===== src/rtl/msl_pkg.sv =====
`default_nettype none
// ============================================================================
//  Module   : msl_pkg
//  Purpose  : Shared definitions for the MSL single-wire link: line timing in
//             units of T, receiver threshold multipliers, FSM state encoding
//             and the segment classifier used by the receiver.
//  Ports    : none (package)
//  Revision : 1.0 - initial release
// ============================================================================
package msl_pkg;

  // Line timing as driven by the sender, in units of T
  localparam int START_LO_T = 5;
  localparam int START_HI_T = 5;
  localparam int BIT0_T     = 5;
  localparam int BIT1_T     = 10;
  localparam int STOP_LO_T  = 5;
  localparam int GAP_T      = 25;

  // Receiver thresholds in units of T; the 7.5T split is kept in half-T
  localparam int C_MIN_MULT   = 3;
  localparam int C_SPLIT_X2   = 15;
  localparam int C_MAX_MULT   = 13;
  localparam int C_IDLE_MULT  = 20;

  // State encoding, common to sender and receiver
  localparam logic [2:0] ST_WAIT_IDLE = 3'd0;
  localparam logic [2:0] ST_IDLE      = 3'd1;
  localparam logic [2:0] ST_START_LO  = 3'd2;
  localparam logic [2:0] ST_START_HI  = 3'd3;
  localparam logic [2:0] ST_DATA      = 3'd4;
  localparam logic [2:0] ST_STOP_LO   = 3'd5;
  localparam logic [2:0] ST_STOP_HI   = 3'd6;

  typedef enum logic [2:0] {
    S_WAIT_IDLE = ST_WAIT_IDLE,
    S_IDLE      = ST_IDLE,
    S_START_LO  = ST_START_LO,
    S_START_HI  = ST_START_HI,
    S_DATA      = ST_DATA,
    S_STOP_LO   = ST_STOP_LO,
    S_STOP_HI   = ST_STOP_HI
  } msl_state_e;

  typedef enum logic [1:0] {
    SEG_ERR   = 2'd0,
    SEG_SHORT = 2'd1,
    SEG_LONG  = 2'd2
  } msl_seg_e;

  // Classify a segment length (cycles since the previous edge)
  function automatic msl_seg_e msl_classify(
    input logic [31:0] len,
    input logic [31:0] c_min,
    input logic [31:0] c_split,
    input logic [31:0] c_max
  );
    msl_seg_e seg;
    seg = SEG_ERR;
    if ((len >= c_min) && (len < c_split)) begin
      seg = SEG_SHORT;
    end else if ((len >= c_split) && (len <= c_max)) begin
      seg = SEG_LONG;
    end
    return seg;
  endfunction

endpackage : msl_pkg
`default_nettype wire


===== src/rtl/msl_rx_sync_edge.sv =====
`default_nettype none
// ============================================================================
//  Module   : msl_rx_sync_edge
//  Purpose  : Two-flop synchroniser for the asynchronous MSL line followed by
//             a registered level and registered rise/fall pulses. The pulses
//             and o_level are mutually aligned, three cycles after the pin.
//  Ports    : i_clk    - clock, rising edge
//             i_rst_n  - asynchronous active-low reset
//             i_d      - raw asynchronous line
//             o_level  - synchronised level, aligned with o_rise/o_fall
//             o_rise   - 1-cycle pulse on a low-to-high transition
//             o_fall   - 1-cycle pulse on a high-to-low transition
//  Revision : 1.0 - initial release
// ============================================================================
module msl_rx_sync_edge (
  input  logic i_clk,
  input  logic i_rst_n,
  input  logic i_d,
  output logic o_level,
  output logic o_rise,
  output logic o_fall
);

  logic r_s1;
  logic r_s2;
  logic r_lvl;
  logic r_rise;
  logic r_fall;

  // Reset to the idle-high level so release never fabricates an edge
  always_ff @(posedge i_clk or negedge i_rst_n) begin
    if (!i_rst_n) begin
      r_s1   <= 1'b1;
      r_s2   <= 1'b1;
      r_lvl  <= 1'b1;
      r_rise <= 1'b0;
      r_fall <= 1'b0;
    end else begin
      r_s1   <= i_d;
      r_s2   <= r_s1;
      r_lvl  <= r_s2;
      r_rise <= r_s2 & ~r_lvl;
      r_fall <= ~r_s2 & r_lvl;
    end
  end

  assign o_level = r_lvl;
  assign o_rise  = r_rise;
  assign o_fall  = r_fall;

endmodule : msl_rx_sync_edge
`default_nettype wire


===== src/rtl/msl_slave_receiver.sv =====
`default_nettype none
// ============================================================================
//  Module   : msl_slave_receiver
//  Purpose  : Decodes the MSL pulse-width single-wire line into parallel
//             words. Emits o_valid once per clean frame, o_frame_err once per
//             aborted frame. Optional error counter under MSL_RX_ERR_CNT_EN.
//  Ports    : i_clk       - clock, rising edge
//             i_rst_n     - asynchronous active-low reset
//             i_msl_sda   - MSL line, asynchronous
//             o_data      - last good word, held until the next good frame
//             o_valid     - 1-cycle pulse when o_data updates
//             o_frame_err - 1-cycle pulse when a frame is aborted
//             o_busy      - high while a frame is being received
//             o_err_cnt   - saturating error count (MSL_RX_ERR_CNT_EN only)
//  Revision : 1.0 - initial release
// ============================================================================
module msl_slave_receiver
  import msl_pkg::*;
#(
  parameter int P_DATA_WIDTH  = 8,
  parameter int P_SYSTEM_CLK  = 50_000_000,
  parameter int P_TICK_CYCLES = P_SYSTEM_CLK / 1000
) (
  input  logic                    i_clk,
  input  logic                    i_rst_n,
  input  logic                    i_msl_sda,
  output logic [P_DATA_WIDTH-1:0] o_data,
  output logic                    o_valid,
  output logic                    o_frame_err,
  output logic                    o_busy
`ifdef MSL_RX_ERR_CNT_EN
  ,
  output logic [7:0]              o_err_cnt
`endif
);

  localparam logic [31:0] C_MIN   = 32'(C_MIN_MULT * P_TICK_CYCLES);
  localparam logic [31:0] C_SPLIT = 32'((C_SPLIT_X2 * P_TICK_CYCLES) / 2);
  localparam logic [31:0] C_MAX   = 32'(C_MAX_MULT * P_TICK_CYCLES);
  localparam logic [31:0] C_IDLE  = 32'(C_IDLE_MULT * P_TICK_CYCLES);
  localparam int          IDX_W   = $clog2(P_DATA_WIDTH + 1);
  localparam logic [IDX_W-1:0] C_LAST_IDX = IDX_W'(P_DATA_WIDTH);

  logic                    w_level;
  logic                    w_rise;
  logic                    w_fall;
  logic                    w_edge;
  msl_seg_e                w_seg;
  logic                    w_timeout;

  msl_state_e              r_state;
  msl_state_e              w_state_nxt;
  logic [31:0]             r_len;
  logic [P_DATA_WIDTH-1:0] r_shift;
  logic [P_DATA_WIDTH-1:0] w_shift_nxt;
  logic [IDX_W-1:0]        r_bit_idx;
  logic [IDX_W-1:0]        w_bit_idx_nxt;
  logic                    w_commit;
  logic                    w_err;

  msl_rx_sync_edge u_sync_edge (
    .i_clk   (i_clk),
    .i_rst_n (i_rst_n),
    .i_d     (i_msl_sda),
    .o_level (w_level),
    .o_rise  (w_rise),
    .o_fall  (w_fall)
  );

  assign w_edge    = w_rise | w_fall;
  assign w_seg     = msl_classify(r_len, C_MIN, C_SPLIT, C_MAX);
  assign w_timeout = (r_len > C_MAX);

  // Cycles since the last edge. While waiting for idle, a low line keeps it
  // at zero so only an unbroken C_IDLE of high releases the FSM.
  always_ff @(posedge i_clk or negedge i_rst_n) begin
    if (!i_rst_n) begin
      r_len <= 32'd0;
    end else if (w_edge || ((r_state == S_WAIT_IDLE) && !w_level)) begin
      r_len <= 32'd0;
    end else if (r_len != C_IDLE) begin
      r_len <= r_len + 32'd1;
    end
  end

  always_ff @(posedge i_clk or negedge i_rst_n) begin
    if (!i_rst_n) begin
      r_state   <= S_WAIT_IDLE;
      r_shift   <= '0;
      r_bit_idx <= '0;
    end else begin
      r_state   <= w_state_nxt;
      r_shift   <= w_shift_nxt;
      r_bit_idx <= w_bit_idx_nxt;
    end
  end

  // An edge always takes priority over a timeout in the same cycle
  always_comb begin
    w_state_nxt   = r_state;
    w_shift_nxt   = r_shift;
    w_bit_idx_nxt = r_bit_idx;
    w_commit      = 1'b0;
    w_err         = 1'b0;
    case (r_state)
      S_WAIT_IDLE: begin
        if (w_level && (r_len == C_IDLE)) w_state_nxt = S_IDLE;
      end
      S_IDLE: begin
        if (w_fall) w_state_nxt = S_START_LO;
      end
      S_START_LO: begin
        if (w_edge) begin
          if (w_rise && (w_seg == SEG_SHORT)) w_state_nxt = S_START_HI;
          else                                w_err       = 1'b1;
        end else if (w_timeout) begin
          w_err = 1'b1;
        end
      end
      S_START_HI: begin
        if (w_edge) begin
          if (w_fall && (w_seg == SEG_SHORT)) begin
            w_state_nxt   = S_DATA;
            w_shift_nxt   = '0;
            w_bit_idx_nxt = '0;
          end else begin
            w_err = 1'b1;
          end
        end
      end
      S_DATA: begin
        if (w_edge) begin
          if (w_seg == SEG_ERR) begin
            w_err = 1'b1;
          end else begin
            w_shift_nxt   = {r_shift[P_DATA_WIDTH-2:0], (w_seg == SEG_LONG)};
            w_bit_idx_nxt = r_bit_idx + 1'b1;
            // Even word width means this final edge is always a fall
            if (w_bit_idx_nxt == C_LAST_IDX) w_state_nxt = S_STOP_LO;
          end
        end else if (w_timeout) begin
          w_err = 1'b1;
        end
      end
      S_STOP_LO: begin
        if (w_edge) begin
          if (w_rise && (w_seg == SEG_SHORT)) w_state_nxt = S_STOP_HI;
          else                                w_err       = 1'b1;
        end else if (w_timeout) begin
          w_err = 1'b1;
        end
      end
      S_STOP_HI: begin
        if (w_edge) begin
          w_err = 1'b1;
        end else if (r_len == C_IDLE) begin
          w_commit    = 1'b1;
          w_state_nxt = S_IDLE;
        end
      end
      default: begin
        w_state_nxt = S_WAIT_IDLE;
      end
    endcase
    if (w_err) w_state_nxt = S_WAIT_IDLE;
  end

  always_ff @(posedge i_clk or negedge i_rst_n) begin
    if (!i_rst_n) begin
      o_data      <= '0;
      o_valid     <= 1'b0;
      o_frame_err <= 1'b0;
    end else begin
      o_valid     <= w_commit;
      o_frame_err <= w_err;
      if (w_commit) o_data <= r_shift;
    end
  end

  assign o_busy = (r_state != S_IDLE) && (r_state != S_WAIT_IDLE);

`ifdef MSL_RX_ERR_CNT_EN
  logic [7:0] r_err_cnt;

  always_ff @(posedge i_clk or negedge i_rst_n) begin
    if (!i_rst_n) begin
      r_err_cnt <= 8'd0;
    end else if (w_err && (r_err_cnt != 8'hFF)) begin
      r_err_cnt <= r_err_cnt + 8'd1;
    end
  end

  assign o_err_cnt = r_err_cnt;
`endif

endmodule : msl_slave_receiver
`default_nettype wire


===== config.mk =====
export PLATFORM = sky130hd
export DESIGN_NAME = msl_slave_receiver
export DESIGN_NICKNAME = d
export VERILOG_FILES = /design/src/rtl/msl_pkg.sv /design/src/rtl/msl_rx_sync_edge.sv /design/src/rtl/msl_slave_receiver.sv
export SDC_FILE = /design/constraint.sdc
export NUM_CORES = 1
export LEC_CHECK = 0
export BUFFER_PORTS_ARGS = -buffer_cell sky130_fd_sc_hd__buf_2
export CORE_MARGIN = 5
export CORE_UTILIZATION = 50
export CTS_CLUSTER_DIAMETER = 150
export DETAILED_ROUTE_END_ITERATION = 12
export GPL_ROUTABILITY_DRIVEN = 0
export PLACE_DENSITY = 0.67
export SLEW_MARGIN = 5
export SYNTH_ARGS = -nofsm -noshare
export SYNTH_HDL_FRONTEND = slang
export SYNTH_SLANG_ARGS = --single-unit

===== constraint.sdc =====
create_clock -name i_clk -period 2.9 [get_ports i_clk]
set_input_delay 0.435 -clock i_clk [delete_from_list [all_inputs] [get_ports i_clk]]
set_output_delay 0.435 -clock i_clk [all_outputs]
set_load 0.03 [all_outputs]

Word-level counts from Yosys, hierarchy flattened:

Index checks and enable logic that the tools add are counted.

* memory bits (read-only): 0
* bits in writable memories: 0
* logic and storage cells: 111
* register bits after elaboration: 62
* input port bits: 3
* latch bits: 0
* memories kept: 0
* output and inout bits: 11

* order comparisons: 5
* equal/unequal tests: 29
* bitwise operators: 5
* reduce and logical (&&, ||, !) cells: 17
* multiply operators: 0
* add/sub/neg operators: 2
* shift operators: 0
* mux-type cells: 41
* divide/modulo/power cells: 0

Operator list (count)
* two-way mux 32 bit: 2
* two-way mux 3 bit: 14
* inequality test 3 bit (second input constant): 11
* adder 32 x 1 -> 32 bit (second input constant): 1
* == test 32 x 20 -> 1 bit (second input constant): 1
* >= comparator 32 x 18 -> 1 bit (second input constant): 1
* >= comparator 32 x 19 -> 1 bit (second input constant): 1
* > comparator 32 x 20 -> 1 bit (second input constant): 1
* <= comparator 32 x 20 -> 1 bit (second input constant): 1
* < comparator 32 x 19 -> 1 bit (second input constant): 1
* two-way mux 8 bit: 4
* inequality test 32 x 20 -> 1 bit (second input constant): 1
* case mux 3 bit (7 select lines): 1
* two-way mux 4 bit: 4
* case mux 8 bit (2 select lines): 1
* AND reduction 13 bit: 1
* two-way mux 1 bit: 11
* == test 3 bit (second input constant): 3
* inequality test 2 bit (second input constant): 4
* case mux 4 bit (2 select lines): 1
* logical AND 1 bit: 7
* == test 3 x 2 -> 1 bit (second input constant): 2
* inequality test 3 x 2 -> 1 bit (second input constant): 2
* AND reduction 5 bit: 1
* other kinds (18): 22

Depth between registers and ports, before layout:

* word-level depth: 11
* gate-level depth with buffers: 10

By module:

From an unflattened synthesis, not the netlist that was laid out.

* cell total of the unflattened synthesis: 385
* area, all modules: 3412.0 µm²

Modules (own cells, without submodules)
* msl_slave_receiver: sequential area each 1426.4 µm², cells each 378, area an instance 3268.1 µm², instances 1
* msl_rx_sync_edge: sequential area each 128.9 µm², cells each 7, area an instance 143.9 µm², instances 1

Worst setup path after synthesis:

Ideal clock, no wire load.

* path type: reg2reg
* start point: register r_len[6]
* end point: register r_shift[7]
* slack: 492 ps
* stages on the path, launching flop included: 9
* data arrival time: 2312 ps
* library setup time: 96 ps
* buffers on the path: 1
* cell sequence: dfrtp_1 > or4_1 > a221oi_2 > o21a_2 > o21ai_2 > o32a_1 > or2_4 > buf_6 > o31ai_1

* longest elaborated chain between the ends: 8

Ends and longest elaborated chain
* start: declaration: RTL line msl_slave_receiver.sv:53 `logic [31:0] r_len;`
* start signal: assignment: RTL line msl_slave_receiver.sv:82 `r_len <= r_len + 32'd1;`
* >= comparator 32 x 19 -> 1 bit / <= comparator 32 x 20 -> 1 bit (equally long branches): RTL line msl_pkg.sv:62 `end else if ((len >= c_split) && (len <= c_max)) begin`
* logical AND 1 bit: RTL line msl_pkg.sv:62
* two-way mux 2 bit: RTL line msl_pkg.sv:62
* two-way mux 2 bit (*): RTL line msl_pkg.sv:60 `if ((len >= c_min) && (len < c_split)) begin`
* == test 2 x 1 -> 1 bit: RTL line msl_slave_receiver.sv:122 `if (w_fall && (w_seg == SEG_SHORT)) begin`
* logical AND 1 bit: RTL line msl_slave_receiver.sv:122
* inequality test 2 bit (no line)
* AND reduction 5 bit (no line) (*)
* end signal: assignment: RTL line msl_slave_receiver.sv:93 `r_shift <= w_shift_nxt;`
* end: declaration: RTL line msl_slave_receiver.sv:54 `logic [P_DATA_WIDTH-1:0] r_shift;`

Every way passes the cells marked *; elsewhere a longest branch is shown, timed or not.
A chain may end at the register's enable or synchronous reset.

Worst setup path in the final report:

* start point: register r_len[6]
* end point: register r_bit_idx[2]

* longest elaborated chain between the ends: 8

Ends and longest elaborated chain
* >= comparator 32 x 19 -> 1 bit / <= comparator 32 x 20 -> 1 bit (equally long branches): RTL line msl_pkg.sv:62
* logical AND 1 bit: RTL line msl_pkg.sv:62
* two-way mux 2 bit: RTL line msl_pkg.sv:62
* two-way mux 2 bit (*): RTL line msl_pkg.sv:60
* == test 2 x 1 -> 1 bit: RTL line msl_slave_receiver.sv:122
* logical AND 1 bit: RTL line msl_slave_receiver.sv:122
* inequality test 2 bit (no line)
* AND reduction 5 bit (no line) (*)
* end signal: assignment: RTL line msl_slave_receiver.sv:94 `r_bit_idx <= w_bit_idx_nxt;`
* end: declaration: RTL line msl_slave_receiver.sv:56 `logic [IDX_W-1:0] r_bit_idx;`

Marks and branches as above.

==> metrics.md <==
| Metric | Value |
|---|---|
| Largest net degree at the start of global routing | `33` |
| Vias | `between 2,000 and 3,000` |
| Most frequent cell after synthesis | `dfrtp_1` |
| Worst hold path type | `input pin to flop` |
| FP Rows | `29` |
| TritonCTS buffer count | `9` |
| Die height | `just over 90 um` |
| Logic pwr share | `about 2.8%` |
| Diode count | `0` |
| Max IR drop VDD | `0.433 mV` |
| Async SR Flop Fraction | `100%` |
| Root buf cell | `clkbuf_8` |
| Fin area | `approximately 0.0037 mm2` |
| Dpl ws | `between 0.3 and 0.4 ns` |
| Switch Pwr | `between 400 and 500 uW` |
| Endpoints failing setup | `0` |
| YS warnings | `0` |
| Hold Fails Final Rpt | `0` |
| Slew Viols, Final | `0` |
| Net Count, Synth | `around 360` |
| DP Area | `roughly 0.0034 mm2` |
| Final-stage net count | `about 370` |
| Antenna Violating Nets Remaining | `0` |
| Fill cells | `roughly 550` |
| Worst setup SP type | `flop` |
| Sequential area share after synthesis | `a little under half` |
| Initial antenna violation count | `0` |
| Status | `complete, no violations` |
| CTS tree | `built` |
| Worst path max stage delay | `around 0.56 ns` |
| Pin slew with the least headroom to its limit | `0.835 ns` |
| Mapped Cells | `~350` |
| CTS clk-pin slew, worst paths | `about 0.08 ns` |
| Fmax | `between 300 and 400 MHz` |
| Syn Std Cell Area | `about 0.0033 mm2` |
| Synth top cells by count | `dfrtp_1, nor2_1, nand2_1, xor2_1, nand3_1` |
| Core Footprint | `about 0.0063 mm2` |
| Minimum clock period | `~2.6 ns` |
| Slew Limit Headroom | `roughly 44%` |
| Post-CTS Setup Inserts | `0` |
| Final WS setup | `about 0.30 ns` |
| DRT Pass-1 Iters | `4` |
| Mapped Avg Cell Area | `9.25 um2` |
| First DRT Iteration DRCs | `approximately 120` |
| CP Class | `flop to flop` |
| Library cells used by synthesis | `a little under 50` |
| Wire per inst | `approximately 16 um` |
| CTS H-tree lvls | `3` |
| Ports | `14` |
| Setup Skew | `0.0129 ns` |
| EDFF count, synth | `0` |
| CTS Buffer Depth | `2` |
| CP endpoint kind | `flop` |
| Via density | `just under 6` |
| Max cap viols | `0` |
| Layout area overhead | `12.3%` |
| Final Util | `57.6%` |
| Synth area leaders | `dfrtp_1, xor2_1, nor2_1` |
| Post-synth top area share | `45.3%` |
| Die Area | `0.00823 mm2` |
| Port Buffers | `13` |
| Slowest CP cell | `or4_1` |
| Sw frac | `between 20% and 30%` |
| Wirelength, routed | `between 7000 and 8000 um` |
| Layout cells sized above 1 | `14.5%` |
| Initial core utilization | `just over 50%` |
| GRT Overall Usage | `~18%` |
| Seq cells post-synth | `62` |
| Primary FF master, synth | `dfrtp_1` |
| Final HPWL DP | `4920 um` |
| DRC viols | `0` |
| CP max FO | `12` |
| Pwr/cell area | `492 mW/mm2` |
| P_leak | `~0.0016 uW` |
| Critical-path cell list | `or4_1, a221oi_2, o21a_2, o21ai_2, o32a_1, or2_4, o31ai_1` |
| Gr ovfl total | `0` |
| Chip width | `between 90 and 100 um` |
| Number of global-route vias before repair | `2,461` |
| Total negative slack | `0 ns` |
| Internal | `1380 uW` |
| Worst EP required | `between 3 and 4 ns` |
| Unrepaired setup endpoints after global routing | `no` |
| Worst EP arrival | `~2.9 ns` |
| Global-route wire length before repair | `12,000 um` |
| Clock Power Share | `48.4%` |
| Flop pwr share | `48.9%` |
| Part of the cycle the worst path needs | `89.8%` |
| Clock Latency Late Sink | `0.34 ns` |
| Leading area contributor after synthesis | `dfrtp_1` |
| Clk sink count | `62` |
[critical path, delay by kind of cell (launching register included)]
kind / cells / cell delay [ns]
AO/OA/AOI/OAI: 5 / 1.19
flip-flops: 1 / 0.45
AND/OR/NAND/NOR: 2 / 0.87
[metrics by stage]
stage | hold WS [ns] | instances | power [uW]
finish | 0.197 | 450 | 1800
detailed placement | 0.334 | 433 | 945
floorplan | 0.139 | 352 | 913
CTS | 0.182 | 450 | 1820
global placement | 0.333 | 433 | 944
global route | 0.180 | 450 | 1870
[registers in the layout, indices dropped and copies added (netlist names), 3 cells and up]
signal     cells
r_shift        8
o_data         8
r_len         32
r_bit_idx      4
r_state        3
[routing by layer]
| layer | global-route usage, % | routed length [um] | part of all wire, % | vias up |
|---|---|---|---|---|
| met2 | 26.7 | 3340 | 47 | 38 |
| met4 | 7.94 | 125 | 1.8 | 0 |
| met1 | 25.0 | 3390 | 48 | 1310 |
| met5 | 0 | 0 | 0 | - |
| met3 | 3.17 | 177 | 2.5 | 10 |
| li1 | - | - | - | 1296 |
[cells by family after synthesis]
group,Yosys count,synth area share (%)
xor+xnor,26,6.99
mux,8,2.73
simple gates,154,24.2
flops,62,47.8
buf+inv,27,3.34
fa+ha+maj,4,1.46
compound gates,71,13.5
[cell usage in the layout, fill, tap and decap left out, types with 5 or more instances in the layout]
| cell | n |
|---|---|
| nand4_1 | 11 |
| nand3_1 | 20 |
| dfrtp_1 | 59 |
| xor2_1 | 21 |
| or3_1 | 10 |
| nand2_1 | 30 |
| buf_2 | 13 |
| clkbuf_8 | 9 |
| a21oi_1 | 15 |
| xnor2_1 | 5 |
| buf_4 | 8 |
| inv_1 | 10 |
| nor2_1 | 40 |
| nor4_1 | 7 |
| o21ai_1 | 15 |
| nor3_1 | 6 |
| o21ai_0 | 15 |
| and3_1 | 7 |
| mux2_2 | 7 |
| o31ai_1 | 7 |
[timing repair]
item | 4_1_cts | 5_1_grt
endpoints found under the hold margin | 11 | 0
endpoints found under the setup margin | 0 | 0
hold buffers | 1 | 0
gates resized for setup | 0 | 0
[cell type report]
cell class                      count  area [um2]  area share [%]
Timing Repair Buffer               22         135            3.69
Clock buffer                        9         124            3.39
Multi-Input combinational cell    263        1610            43.9
Tap cell                           77        96.3            2.63
Inverter                           10        37.5            1.03
Clock inverter                      7         103            2.81
Sequential cell                    62        1560            42.5
[power by group through the flow]
stage	registers, uW	logic (uW)	clock network (uW)
6_report	878	49.5	870
4_1_cts	878	51.6	890
2_1_floorplan	893	20.3	0
3_5_place_dp	895	50.2	0
3_3_place_gp	895	49.7	0
5_1_grt	880	57.8	935
[final timing paths]
path | cells after the start | slack (ns) | start | end
setup / recovery | 7 | 0.30 | r_len[6]$_DFFE_PN0P_ | r_bit_idx[2]$_DFFE_PN0P_
hold / removal | 1 | 0.20 | i_msl_sda | u_sync_edge.r_s1$_DFF_PN1_
setup reg to reg | 7 | 0.30 | r_len[6]$_DFFE_PN0P_ | r_bit_idx[2]$_DFFE_PN0P_
hold reg to reg | 0 | 0.35 | u_sync_edge.r_s1$_DFF_PN1_ | u_sync_edge.r_s2$_DFF_PN1_
max in group asynchronous | 3 | 1.69 | i_rst_n | u_sync_edge.r_s1$_DFF_PN1_
min in group asynchronous | 2 | 0.51 | i_rst_n | r_len[17]$_DFFE_PN0P_
No activity file was read; power rests on OpenSTA's default activity.
